==> config.mk <==
export PLATFORM = sky130hd
export DESIGN_NAME = deser_core_flat
export DESIGN_NICKNAME = d
export VERILOG_FILES = /design/src/rtl/fec_serdes_pkg.sv /design/src/rtl/deser_core_if.sv /design/src/rtl/deser_bit_timer.sv /design/src/rtl/deser_core.sv /design/src/flat_wrapper.sv
export SDC_FILE = /design/constraint.sdc
export NUM_CORES = 1
export LEC_CHECK = 0
export ABC_AREA = 1
export ABC_CLOCK_PERIOD_IN_PS = 11200
export CAP_MARGIN = 15
export CORE_ASPECT_RATIO = 0.9
export CORE_MARGIN = 4
export CORE_UTILIZATION = 55
export DETAILED_ROUTE_END_ITERATION = 8
export PLACE_DENSITY = 0.8
export SLEW_MARGIN = 10
export SYNTH_ARGS = -nofsm -noshare
export SYNTH_HDL_FRONTEND = slang
export SYNTH_SLANG_ARGS = --single-unit
==> constraint.sdc <==
create_clock -name clk -period 11.2 [get_ports clk]
set_input_delay 2.24 -clock clk [delete_from_list [all_inputs] [get_ports clk]]
set_output_delay 2.24 -clock clk [all_outputs]
set_load 0.01 [all_outputs]
==> src/rtl/fec_serdes_pkg.sv <==
// Shared definitions for the FEC serializer/deserializer pair: state encoding,
// index-width helpers and the clamp used when latching frame geometry.
package fec_serdes_pkg;

  typedef enum logic [1:0] {
    IDLE    = 2'd0,
    RECEIVE = 2'd1,
    DRAIN   = 2'd2
  } deser_state_t;

  function automatic int unsigned width_idx_bits(input int unsigned data_width);
    return $clog2(data_width) + 32'd1;
  endfunction

  function automatic int unsigned depth_idx_bits(input int unsigned data_depth);
    return $clog2(data_depth) + 32'd1;
  endfunction

  function automatic logic [31:0] clamp_hi(input logic [31:0] value, input logic [31:0] limit);
    return (value > limit) ? limit : value;
  endfunction

  function automatic logic [31:0] clamp_lo(input logic [31:0] value, input logic [31:0] limit);
    return (value < limit) ? limit : value;
  endfunction

endpackage

==> src/rtl/deser_core_if.sv <==
// Serial input and parallel output bundle of the deserializer. The master
// side drives the serial stream and frame geometry; the slave is deser_core.
interface deser_core_if
  import fec_serdes_pkg::*;
#(
  parameter int DATA_WIDTH = 32,
  parameter int DATA_DEPTH = 4,
  parameter int DIV_WIDTH  = 8
);
  localparam int WW = width_idx_bits(DATA_WIDTH);
  localparam int SW = depth_idx_bits(DATA_DEPTH);

  logic                                 serial_in;
  logic                                 serial_en;
  logic [DIV_WIDTH-1:0]                 clk_div;
  logic [WW-1:0]                        width;
  logic [SW-1:0]                        depth;
  logic [DATA_DEPTH-1:0][DATA_WIDTH-1:0] par_out;
  logic                                 valid;
  logic                                 err;
  logic                                 busy;
  logic [WW-1:0]                        bit_count;
  logic [SW-1:0]                        sample_count;

  modport master (
    output serial_in, serial_en, clk_div, width, depth,
    input  par_out, valid, err, busy, bit_count, sample_count
  );

  modport slave (
    input  serial_in, serial_en, clk_div, width, depth,
    output par_out, valid, err, busy, bit_count, sample_count
  );

endinterface

==> src/rtl/deser_bit_timer.sv <==
// Bit-period timer: counts clock cycles within one serial bit and raises the
// mid-bit sample strobe and end-of-bit advance strobe.
module deser_bit_timer
  import fec_serdes_pkg::*;
#(
  parameter int DIV_WIDTH = 8
) (
  input  logic                 clk,
  input  logic                 rst,
  input  logic                 start,
  input  logic                 run,
  input  logic [DIV_WIDTH-1:0] clk_div,
  output logic                 sample_stb,
  output logic                 adv_stb
);
  localparam logic [DIV_WIDTH-1:0] ONE = DIV_WIDTH'(1'b1);

  logic [DIV_WIDTH-1:0] div_r;
  logic [DIV_WIDTH-1:0] clk_cnt;
  logic [DIV_WIDTH-1:0] div_eff;
  logic [DIV_WIDTH-1:0] cnt_eff;
  logic [DIV_WIDTH-1:0] last_cnt;
  logic                 counting;

  // The start cycle is already bit-cycle 0, so it uses the live divider and a zero count.
  always_comb begin
    counting   = start | run;
    div_eff    = start ? DIV_WIDTH'(clamp_lo(32'(clk_div), 32'd1)) : div_r;
    cnt_eff    = start ? '0 : clk_cnt;
    last_cnt   = div_eff - ONE;
    sample_stb = counting && (cnt_eff == (last_cnt >> 1'b1));
    adv_stb    = counting && (cnt_eff == last_cnt);
  end

  // Divider latch and in-bit cycle counter.
  always_ff @(posedge clk or posedge rst) begin
    if (rst) begin
      div_r   <= ONE;
      clk_cnt <= '0;
    end else begin
      if (start) begin
        div_r <= div_eff;
      end
      if (counting) begin
        clk_cnt <= adv_stb ? '0 : cnt_eff + ONE;
      end else begin
        clk_cnt <= '0;
      end
    end
  end

endmodule

==> src/rtl/deser_core.sv <==
// Serial-to-parallel frame receiver: reassembles LSB-first words into a
// DATA_DEPTH x DATA_WIDTH frame, pulsing valid per frame and err on abort.
module deser_core
  import fec_serdes_pkg::*;
#(
  parameter int DATA_WIDTH = 32,
  parameter int DATA_DEPTH = 4,
  parameter int DIV_WIDTH  = 8
) (
  input  logic         clk,
  input  logic         rst,
  deser_core_if.slave  bus
);
  localparam int WW = width_idx_bits(DATA_WIDTH);
  localparam int SW = depth_idx_bits(DATA_DEPTH);
  localparam int BI = $clog2(DATA_WIDTH);
  localparam int SI = $clog2(DATA_DEPTH);

  localparam logic [1:0] S_IDLE    = IDLE;
  localparam logic [1:0] S_RECEIVE = RECEIVE;
  localparam logic [1:0] S_DRAIN   = DRAIN;

  logic [1:0]                            state;
  logic [WW-1:0]                         width_r;
  logic [SW-1:0]                         depth_r;
  logic [DATA_DEPTH-1:0][DATA_WIDTH-1:0] shadow;
  logic [DATA_DEPTH-1:0][DATA_WIDTH-1:0] shadow_nxt;
  logic [DATA_DEPTH-1:0][DATA_WIDTH-1:0] par_out_r;
  logic                                  valid_r;
  logic                                  err_r;
  logic                                  busy_r;
  logic [WW-1:0]                         bit_count;
  logic [SW-1:0]                         sample_count;

  logic          start;
  logic          run;
  logic          rx_active;
  logic          sample_stb;
  logic          adv_stb;
  logic [WW-1:0] w_eff;
  logic [SW-1:0] d_eff;
  logic          word_done;
  logic          frame_done;

  deser_bit_timer #(
    .DIV_WIDTH (DIV_WIDTH)
  ) u_timer (
    .clk        (clk),
    .rst        (rst),
    .start      (start),
    .run        (run),
    .clk_div    (bus.clk_div),
    .sample_stb (sample_stb),
    .adv_stb    (adv_stb)
  );

  // Frame geometry comes straight from the ports in the start cycle, from the latches after.
  always_comb begin
    start      = (state == S_IDLE) && bus.serial_en;
    run        = (state == S_RECEIVE) && bus.serial_en;
    rx_active  = start | run;
    w_eff      = start ? WW'(clamp_hi(32'(bus.width), 32'(DATA_WIDTH - 1))) : width_r;
    d_eff      = start ? SW'(clamp_hi(32'(bus.depth), 32'(DATA_DEPTH - 1))) : depth_r;
    word_done  = (bit_count == w_eff);
    frame_done = word_done && (sample_count == d_eff);
  end

  // Shadow frame with the current sample merged in; cleared at frame start.
  always_comb begin
    shadow_nxt = start ? '0 : shadow;
    if (sample_stb) begin
      shadow_nxt[sample_count[SI-1:0]][bit_count[BI-1:0]] = bus.serial_in;
    end else begin
      shadow_nxt = shadow_nxt;
    end
  end

  // Receive FSM, counters and output registers.
  always_ff @(posedge clk or posedge rst) begin
    if (rst) begin
      state        <= S_IDLE;
      width_r      <= '0;
      depth_r      <= '0;
      shadow       <= '0;
      par_out_r    <= '0;
      valid_r      <= 1'b0;
      err_r        <= 1'b0;
      busy_r       <= 1'b0;
      bit_count    <= '0;
      sample_count <= '0;
    end else begin
      valid_r <= 1'b0;
      err_r   <= 1'b0;
      case (state)
        S_IDLE, S_RECEIVE: begin
          if (rx_active) begin
            shadow <= shadow_nxt;
            if (start) begin
              width_r <= w_eff;
              depth_r <= d_eff;
            end
            if (adv_stb && frame_done) begin
              par_out_r    <= shadow_nxt;
              valid_r      <= 1'b1;
              state        <= S_DRAIN;
              busy_r       <= 1'b0;
              bit_count    <= '0;
              sample_count <= '0;
            end else begin
              state  <= S_RECEIVE;
              busy_r <= 1'b1;
              if (adv_stb && word_done) begin
                bit_count    <= '0;
                sample_count <= sample_count + SW'(1'b1);
              end else if (adv_stb) begin
                bit_count <= bit_count + WW'(1'b1);
              end
            end
          end else begin
            // Reaching here in RECEIVE means serial_en dropped mid-frame.
            err_r        <= (state == S_RECEIVE);
            state        <= S_IDLE;
            busy_r       <= 1'b0;
            bit_count    <= '0;
            sample_count <= '0;
          end
        end
        S_DRAIN: begin
          busy_r <= 1'b0;
          if (!bus.serial_en) begin
            state <= S_IDLE;
          end
        end
        default: begin
          state        <= S_IDLE;
          busy_r       <= 1'b0;
          bit_count    <= '0;
          sample_count <= '0;
        end
      endcase
    end
  end

  assign bus.par_out      = par_out_r;
  assign bus.valid        = valid_r;
  assign bus.err          = err_r;
  assign bus.busy         = busy_r;
  assign bus.bit_count    = bit_count;
  assign bus.sample_count = sample_count;

endmodule

==> src/flat_wrapper.sv <==
// flat-port wrapper written by rule: the top's interface ports become plain ports
module deser_core_flat import fec_serdes_pkg::*;
#(
  parameter int DATA_WIDTH = 32,
  parameter int DATA_DEPTH = 4,
  parameter int DIV_WIDTH  = 8
)
  (clk, rst, bus_serial_in, bus_serial_en, bus_clk_div, bus_width, bus_depth, bus_par_out, bus_valid, bus_err, bus_busy, bus_bit_count, bus_sample_count);
  deser_core_if #(.DATA_WIDTH(DATA_WIDTH), .DATA_DEPTH(DATA_DEPTH), .DIV_WIDTH(DIV_WIDTH)) bus_i ();
  input  logic clk;
  input  logic rst;
  input wire logic [$bits(bus_i.serial_in)-1:0] bus_serial_in;
  input wire logic [$bits(bus_i.serial_en)-1:0] bus_serial_en;
  input wire logic [$bits(bus_i.clk_div)-1:0] bus_clk_div;
  input wire logic [$bits(bus_i.width)-1:0] bus_width;
  input wire logic [$bits(bus_i.depth)-1:0] bus_depth;
  output wire logic [$bits(bus_i.par_out)-1:0] bus_par_out;
  output wire logic [$bits(bus_i.valid)-1:0] bus_valid;
  output wire logic [$bits(bus_i.err)-1:0] bus_err;
  output wire logic [$bits(bus_i.busy)-1:0] bus_busy;
  output wire logic [$bits(bus_i.bit_count)-1:0] bus_bit_count;
  output wire logic [$bits(bus_i.sample_count)-1:0] bus_sample_count;
  assign bus_i.serial_in = bus_serial_in;
  assign bus_i.serial_en = bus_serial_en;
  assign bus_i.clk_div = bus_clk_div;
  assign bus_i.width = bus_width;
  assign bus_i.depth = bus_depth;
  assign bus_par_out = bus_i.par_out;
  assign bus_valid = bus_i.valid;
  assign bus_err = bus_i.err;
  assign bus_busy = bus_i.busy;
  assign bus_bit_count = bus_i.bit_count;
  assign bus_sample_count = bus_i.sample_count;
  deser_core #(.DATA_WIDTH(DATA_WIDTH), .DATA_DEPTH(DATA_DEPTH), .DIV_WIDTH(DIV_WIDTH)) u_core (.clk(clk), .rst(rst), .bus(bus_i));
endmodule
==> out/metrics.yaml, run 1 <==
outcome: "finished, final reports clean"
cts_repair_resize_count: 0
cts_made_buffers: 30
cells_traversed_along_the_worst_timing_path: "clkdlybuf4s50_1, nand2_2, nor2_2, or2_4, nand2_2, ha_1, inv_1, nand2_1, nand3_1, a21oi_1, o21ai_1, a21oi_1, nand3_1, nor2_4, buf_4, nand2_4, buf_4, nand2_1, nand2_1, nand2_1, nand2_1"
ir_worst_vdd_uv: 134.7
routed_wirelength_um: 43090
numPortBuffers: 160
synthesis.nets: 2219
max_freq_mhz: 145.4
placementRows: 57
top_level_ports: 161
drc: 0
cp.buffers_inverters: 4
die_w_um: 183.6
end_kind: "flop"
critPathLaunchType: "input port"
synth_seq_area_share: 0.4840
effective_utilization_at_floorplan: 0.5614
pin_count_of_the_biggest_net_entering_global_routing: 150
clock_tree.root_cell: "clkbuf_16"
drt_iter0_markers: 1634
detail-route-antenna-nets: 0
die_y_um: 166
critical_path.most_common_cell: "nand2_1"
rr_worst_depth: 14
mappedNetlistArea_um2: 15260
share_of_layout_cells_above_drive_strength_1: 0.04170
critical_path.max_stage_delay_ps: 710
drt_pass1_iterations: 6
gpl.final_weighted_congestion: 0.8705
yosys.cell_count.top_type: "nand2_1"
dpl.hpwl_um: 26440
detail_route.vias_per_cell: 5.413
report.final.hold_viol_count: 0
rsz0062_at_grt: "no"
final.setup.worst_slack_ps: 4323
finalSetupViolCount: 0
clk_slew_on_worst_s_h_paths_ps: 60
core_area_um2: 27170
leakagePower_uw: 0.009974
grt_overflow: 0
tritoncts: "done"
postLayoutCellArea_um2: 18050
timing.hold.worst.class: "flop to flop"
synth_largest_type_area_fraction: 0.4822
required_ps: 11640
postCtsSetupRepairBufs: 0
cp_slowest_cell: "clkdlybuf4s50_1"
antenna-diode-count: 0
clock_skew_ps: 10.01
gr-usage-all-layers: 0.2790
synth.ff_latch_count: 295
unique_cell_type_count_in_the_yosys_netlist: 32
syn_avg_cell_area_um2: 6.973
synth_enable_flop_cells: 0
clock-sinks: 295
synthSimpleGateAreaFrac: 0.3649
htreeDepth: 1
clock_tree.buffer_depth: 3
power-per-cell-area_nw_per_um2: 133.2
post_drt_wl_per_cell_um: 16.22
total_chip_power_uw: 2404
slew_headroom: 0.2108
vias: 14380
main_combinational_cell_family_by_area_after_synthesis: "simple AND/OR/NAND/NOR gates"
grt_first_pass_wirelength_um: 71040
yosys-top-cells-area: "dfrtp_1 (48%), nand2_1 (28%), nand3_1 (5.5%)"
fp.dieArea_um2: 30470
grt_pass1_vias: 14070
synth.top_cells.by_count: "nand2_1 (1,139), dfrtp_1 (294), inv_1 (189)"
timing_max_transition_violations_final: 0
final_critical_path_share_of_the_clock_period: 0.6140
nets: 2309
yosysWarnings: 0
crit_type: "input port to flop"
placement.cell_area_um2: 16900
timing.critical_path.fanout_max: 74
totalNegativeSetupSlack_ps: 0
synth_mux_area_frac: 0
maxCapViolations: 0
antenna_found_initial: 0
synth_compound_area_frac: 0.05323
min_delay_path_depth: 1
worst_pin_slew_ps: 1184
finalWorstPathRequiredPeriod_ps: 6877
timing.critical_path.arrival_ps: 7320
final_core_density: 0.6642
post_synth_xor_xnor_area: 0.006889
dp_worst_setup_slack_ps: 3589
timing.critical_path.max_delay_family: "simple AND/OR/NAND/NOR gates"
synthFlopType: "dfrtp_1"
asyncSetResetFlopFracSynth: 1.000
cts.hold.buffers_added: 0
crit_cells: 21
worstSkewPairLatency_ps: 560
synthToLayoutAreaGrowth_pct: 18.30
post_syn_instances: 2188
post-synth-top-area-cell: "dfrtp_1"
synth-adder-area-share: 0.008201
==> path summary, 6_finish.rpt <==
kind,from,slack (ps),endpoint
worst max-delay path,bus_serial_en,4320,u_core.bus.par_out[76]
worst min-delay path,u_core.u_timer.clk_cnt[7],460,u_core.u_timer.clk_cnt[7]
worst max register to register,u_core.state[0],6220,u_core.bus.par_out[76]
worst min register to register,u_core.u_timer.clk_cnt[7],460,u_core.u_timer.clk_cnt[7]
max in group asynchronous,rst,7250,u_core.bus.par_out[24]
min in group asynchronous,rst,2330,u_core.bus.par_out[83]
==> state kept, by name, indices dropped and copies added (netlist names) <==
signal                   cells
u_core.bus.par_out         128
u_core.shadow              128
u_core.u_timer.clk_cnt       8
u_core.u_timer.div_r         8
u_core.bus.bit_count         6
u_core.width_r               6
u_core.bus.sample_count      3
u_core.depth_r               3
u_core.state                 2
u_core.bus.busy              1
u_core.bus.err               1
u_core.bus.valid             1
==> metrics by stage <==
step	hold WS, ps	instances
after floorplan	424.7	2188
after global placement	443.3	2599
after detailed placement	445.7	2599
after CTS	458.6	2655
after global routing	488.5	2656
final	463.9	2656
==> per-layer routing <==
layer	part of all wire	global-route usage	vias to the layer above
met4	0.048	0.1120	0
met3	0.089	0.05694	147
met1	0.43	0.3963	6697
met5	0	0	-
met2	0.44	0.4219	683
li1	-	-	6850
==> report_power, final <==
group | leakage, uW | total (uW) | switching (uW) | internal (uW)
Combinational | 0.00536 | 190 | 147 | 43.2
Clock | 0.000552 | 1130 | 430 | 700
Sequential | 0.00406 | 1080 | 7.41 | 1080
Total | 0.00997 | 2400 | 585 | 1820
==> cell type report <==
cell class | instances | area, um^2
Inverter | 192 | 729.5
Clock buffer | 42 | 867.1
Clock inverter | 14 | 249.0
Tap cell | 354 | 442.9
Sequential cell | 295 | 7383
Timing Repair Buffer | 176 | 1742
Fill cell | 2283 | 9125
Multi-Input combinational cell | 1583 | 6634
==> kinds of logic after synthesis <==
group	Yosys count
AND/OR/NAND/NOR	1405
buffers and inverters	310
flip-flops	295
AO/OA/AOI/OAI	156
XOR/XNOR	12
adder cells (fa/ha/maj)	10
==> worst register-to-register path: stages (launching register included) <==
cell     delay (ps)
dfrtp_1         440
nor2_4          100
nand2_4         580
buf_4           880
nand2_2         260
a21oi_1         250
nand3_1         140
nor2_4          130
buf_4           510
nand2_4         560
buf_4           580
nand2_1         180
nand2_1         100
nand2_1         110
nand2_1          60
==> cell usage in the layout (no fill, tap or decap), drive strengths merged, types with 10 or more instances in the layout <==
master         instances
dfrtp                294
nand3                170
buf                   16
xor2                  10
ha                    10
o21ai                145
nand2               1148
nor2                  78
inv                  192
clkbuf                42
clkdlybuf4s50        160
No activity file was read; power rests on OpenSTA's default activity.
==> run 2: changes to the inputs <==
--- a/config.mk
+++ b/config.mk
@@ -6,7 +6,7 @@
 export NUM_CORES = 1
 export LEC_CHECK = 0
 export ABC_AREA = 1
-export ABC_CLOCK_PERIOD_IN_PS = 11200
+export ABC_CLOCK_PERIOD_IN_PS = 7100
 export CAP_MARGIN = 15
 export CORE_ASPECT_RATIO = 0.9
 export CORE_MARGIN = 4
==> constraint.sdc (replaced) <==
create_clock -name clk -period 7.1 [get_ports clk]
set_input_delay 1.42 -clock clk [delete_from_list [all_inputs] [get_ports clk]]
set_output_delay 1.42 -clock clk [all_outputs]
set_load 0.01 [all_outputs]
==> out/metrics.yaml, run 2 (synthesis gave the netlist of run 1 again) <==
grt_first_pass_wirelength_um: 71360
required_ps: 7580
cts_repair_resize_count: 0
cells_traversed_along_the_worst_timing_path: "clkdlybuf4s50_1, nand2_2, nor2_2, buf_4, or2_4, nand2_2, ha_1, inv_1, nand2_1, nand3_1, a21oi_1, o21ai_1, a21oi_1, nand3_1, nor2_4, buf_4, buf_4, nand3_1, nand2_1, nand2_1, nand2_1"
power_switching_uw: 914.5
tritoncts: "done"
cts_made_buffers: 30
finalSetupViolCount: 0
fp.dieArea_um2: 30470
grt_overflow: 0
final_core_density: 0.6626
vias: 14400
timing.hold.worst.class: "flop to flop"
pwr-share-comb: 0.086
gpl.final_weighted_congestion: 0.8485
numPortBuffers: 160
routed_wirelength_um: 43760
mostFrequentLayoutCell: "nand2_1"
switching_share: 0.2538
clockPowerShare: 0.440
rsz0062_at_grt: "no"
clock_tree.root_cell: "clkbuf_16"
clock_skew_ps: 21.37
slew_headroom: 0.3407
critical_path.max_stage_delay_ps: 740
final_critical_path_share_of_the_clock_period: 0.7617
top_level_ports: 161
wl_met3_um: 3751
drt_iter0_markers: 1830
timing_max_transition_violations_final: 0
wl_met1_um: 18780
antenna-diode-count: 0
crit_type: "input port to flop"
share_of_layout_cells_above_drive_strength_1: 0.04293
finalWorstPathRequiredPeriod_ps: 5408
internal_power_uw: 2689
synthToLayoutAreaGrowth_pct: 18.02
nets: 2317
power-per-cell-area_nw_per_um2: 200.1
highest_layer: "met4"
max_freq_mhz: 184.9
clock_tree.buffer_depth: 3
timing.critical_path.max_delay_family: "buffers and inverters"
cp.buffers_inverters: 5
postCtsSetupRepairBufs: 0
end_kind: "flop"
final_cell_mix: "nand2_1 (1,138), dfrtp_1 (294), inv_1 (187)"
effective_utilization_at_floorplan: 0.5614
report.final.hold_viol_count: 0
dpl.hpwl_um: 26930
gr-usage-all-layers: 0.2846
timing.critical_path.arrival_ps: 5890
totalNegativeSetupSlack_ps: 0
critPathLaunchType: "input port"
worst_pin_slew_ps: 988.9
timing.critical_path.fanout_max: 70
grt_pass1_vias: 13950
detail-route-antenna-nets: 0
outcome: "finished, final reports clean"
placementRows: 57
ir_worst_vdd_uv: 169.7
maxCapViolations: 0
post_drt_wl_per_cell_um: 16.45
die_y_um: 166
cts.hold.buffers_added: 0
drt_pass1_iterations: 5
die_w_um: 183.6
drc: 0
clock-sinks: 295
cp_slowest_cell: "buf_4"
core_area_um2: 27170
pin_count_of_the_biggest_net_entering_global_routing: 167
power_frac_seq: 0.474
leakagePower_uw: 0.009955
critical_path.most_common_cell: "nand2_1"
antenna_found_initial: 0
htreeDepth: 1
worstSkewPairLatency_ps: 570
metal2_wl_um: 19210
detail_route.vias_per_cell: 5.412
clk_slew_on_worst_s_h_paths_ps: 60
-- run 2: metrics by stage --
| step | setup slack (ps) | instance area (um^2) | cells | hold slack [ps] | power (uW) |
|---|---|---|---|---|---|
| after global routing | 1387 | 18000 | 2660 | 479.8 | 3723 |
| final | 1692 | 18000 | 2660 | 460.2 | 3603 |
| after detailed placement | 1249 | 16990 | 2606 | 449.2 | 2043 |
| after CTS | 1780 | 17960 | 2658 | 460.2 | 3616 |
| after floorplan | 1764 | 15260 | 2188 | 424.7 | 1945 |
| after global placement | 1333 | 16990 | 2606 | 439.0 | 2039 |
-- run 2: cell type report --
cell class,instances,area (um^2)
clock buffers,44,873.3
clock inverters,8,101.3
fillers,2300,9168
inverters,192,725.7
multi-input cells,1583,6634
flip-flops and latches,295,7383
well taps,354,442.9
repair buffers,184,1844
-- run 2: worst reg2reg max path: stages, from the launching register on --
cell	delay [ps]
dfrtp_1	420
inv_2	90
nand2_2	90
nor2_2	100
buf_4	200
or2_4	180
nand2_2	110
ha_1	340
inv_1	60
nand2_1	60
nand3_1	60
a21oi_1	130
o21ai_1	70
a21oi_1	110
nand3_1	130
nor2_4	170
buf_4	560
buf_4	780
nand3_1	180
nand2_1	200
nand2_1	80
nand2_1	80
-- run 2: power groups by stage --
stage / clock, uW / combinational [uW] / sequential (uW)
floorplan: 0 / 206 / 1740
global placement: 0 / 299 / 1740
detailed placement: 0 / 303 / 1740
finish: 1580 / 310 / 1710
CTS: 1600 / 305 / 1710
global route: 1670 / 340 / 1710
-- run 2: path summary, 6_finish.rpt --
kind,from,end,slack [ps],depth (start not counted)
hold / removal,u_core.u_timer.clk_cnt[7],u_core.u_timer.clk_cnt[7],460,1
setup / recovery,bus_serial_en,u_core.bus.par_out[80],1690,21
setup reg to reg,u_core.state[1],u_core.bus.par_out[80],2840,21
max in group asynchronous,rst,u_core.shadow[123],4630,3
hold reg to reg,u_core.u_timer.clk_cnt[7],u_core.u_timer.clk_cnt[7],460,1
min in group asynchronous,rst,u_core.bus.par_out[84],1220,2
-- run 2: routing by layer --
metal / up-vias / GRT usage
met1: 6720 / 0.4088
met5: - / 0
met4: 0 / 0.1282
li1: 6873 / -
met2: 678 / 0.4274
met3: 126 / 0.04599
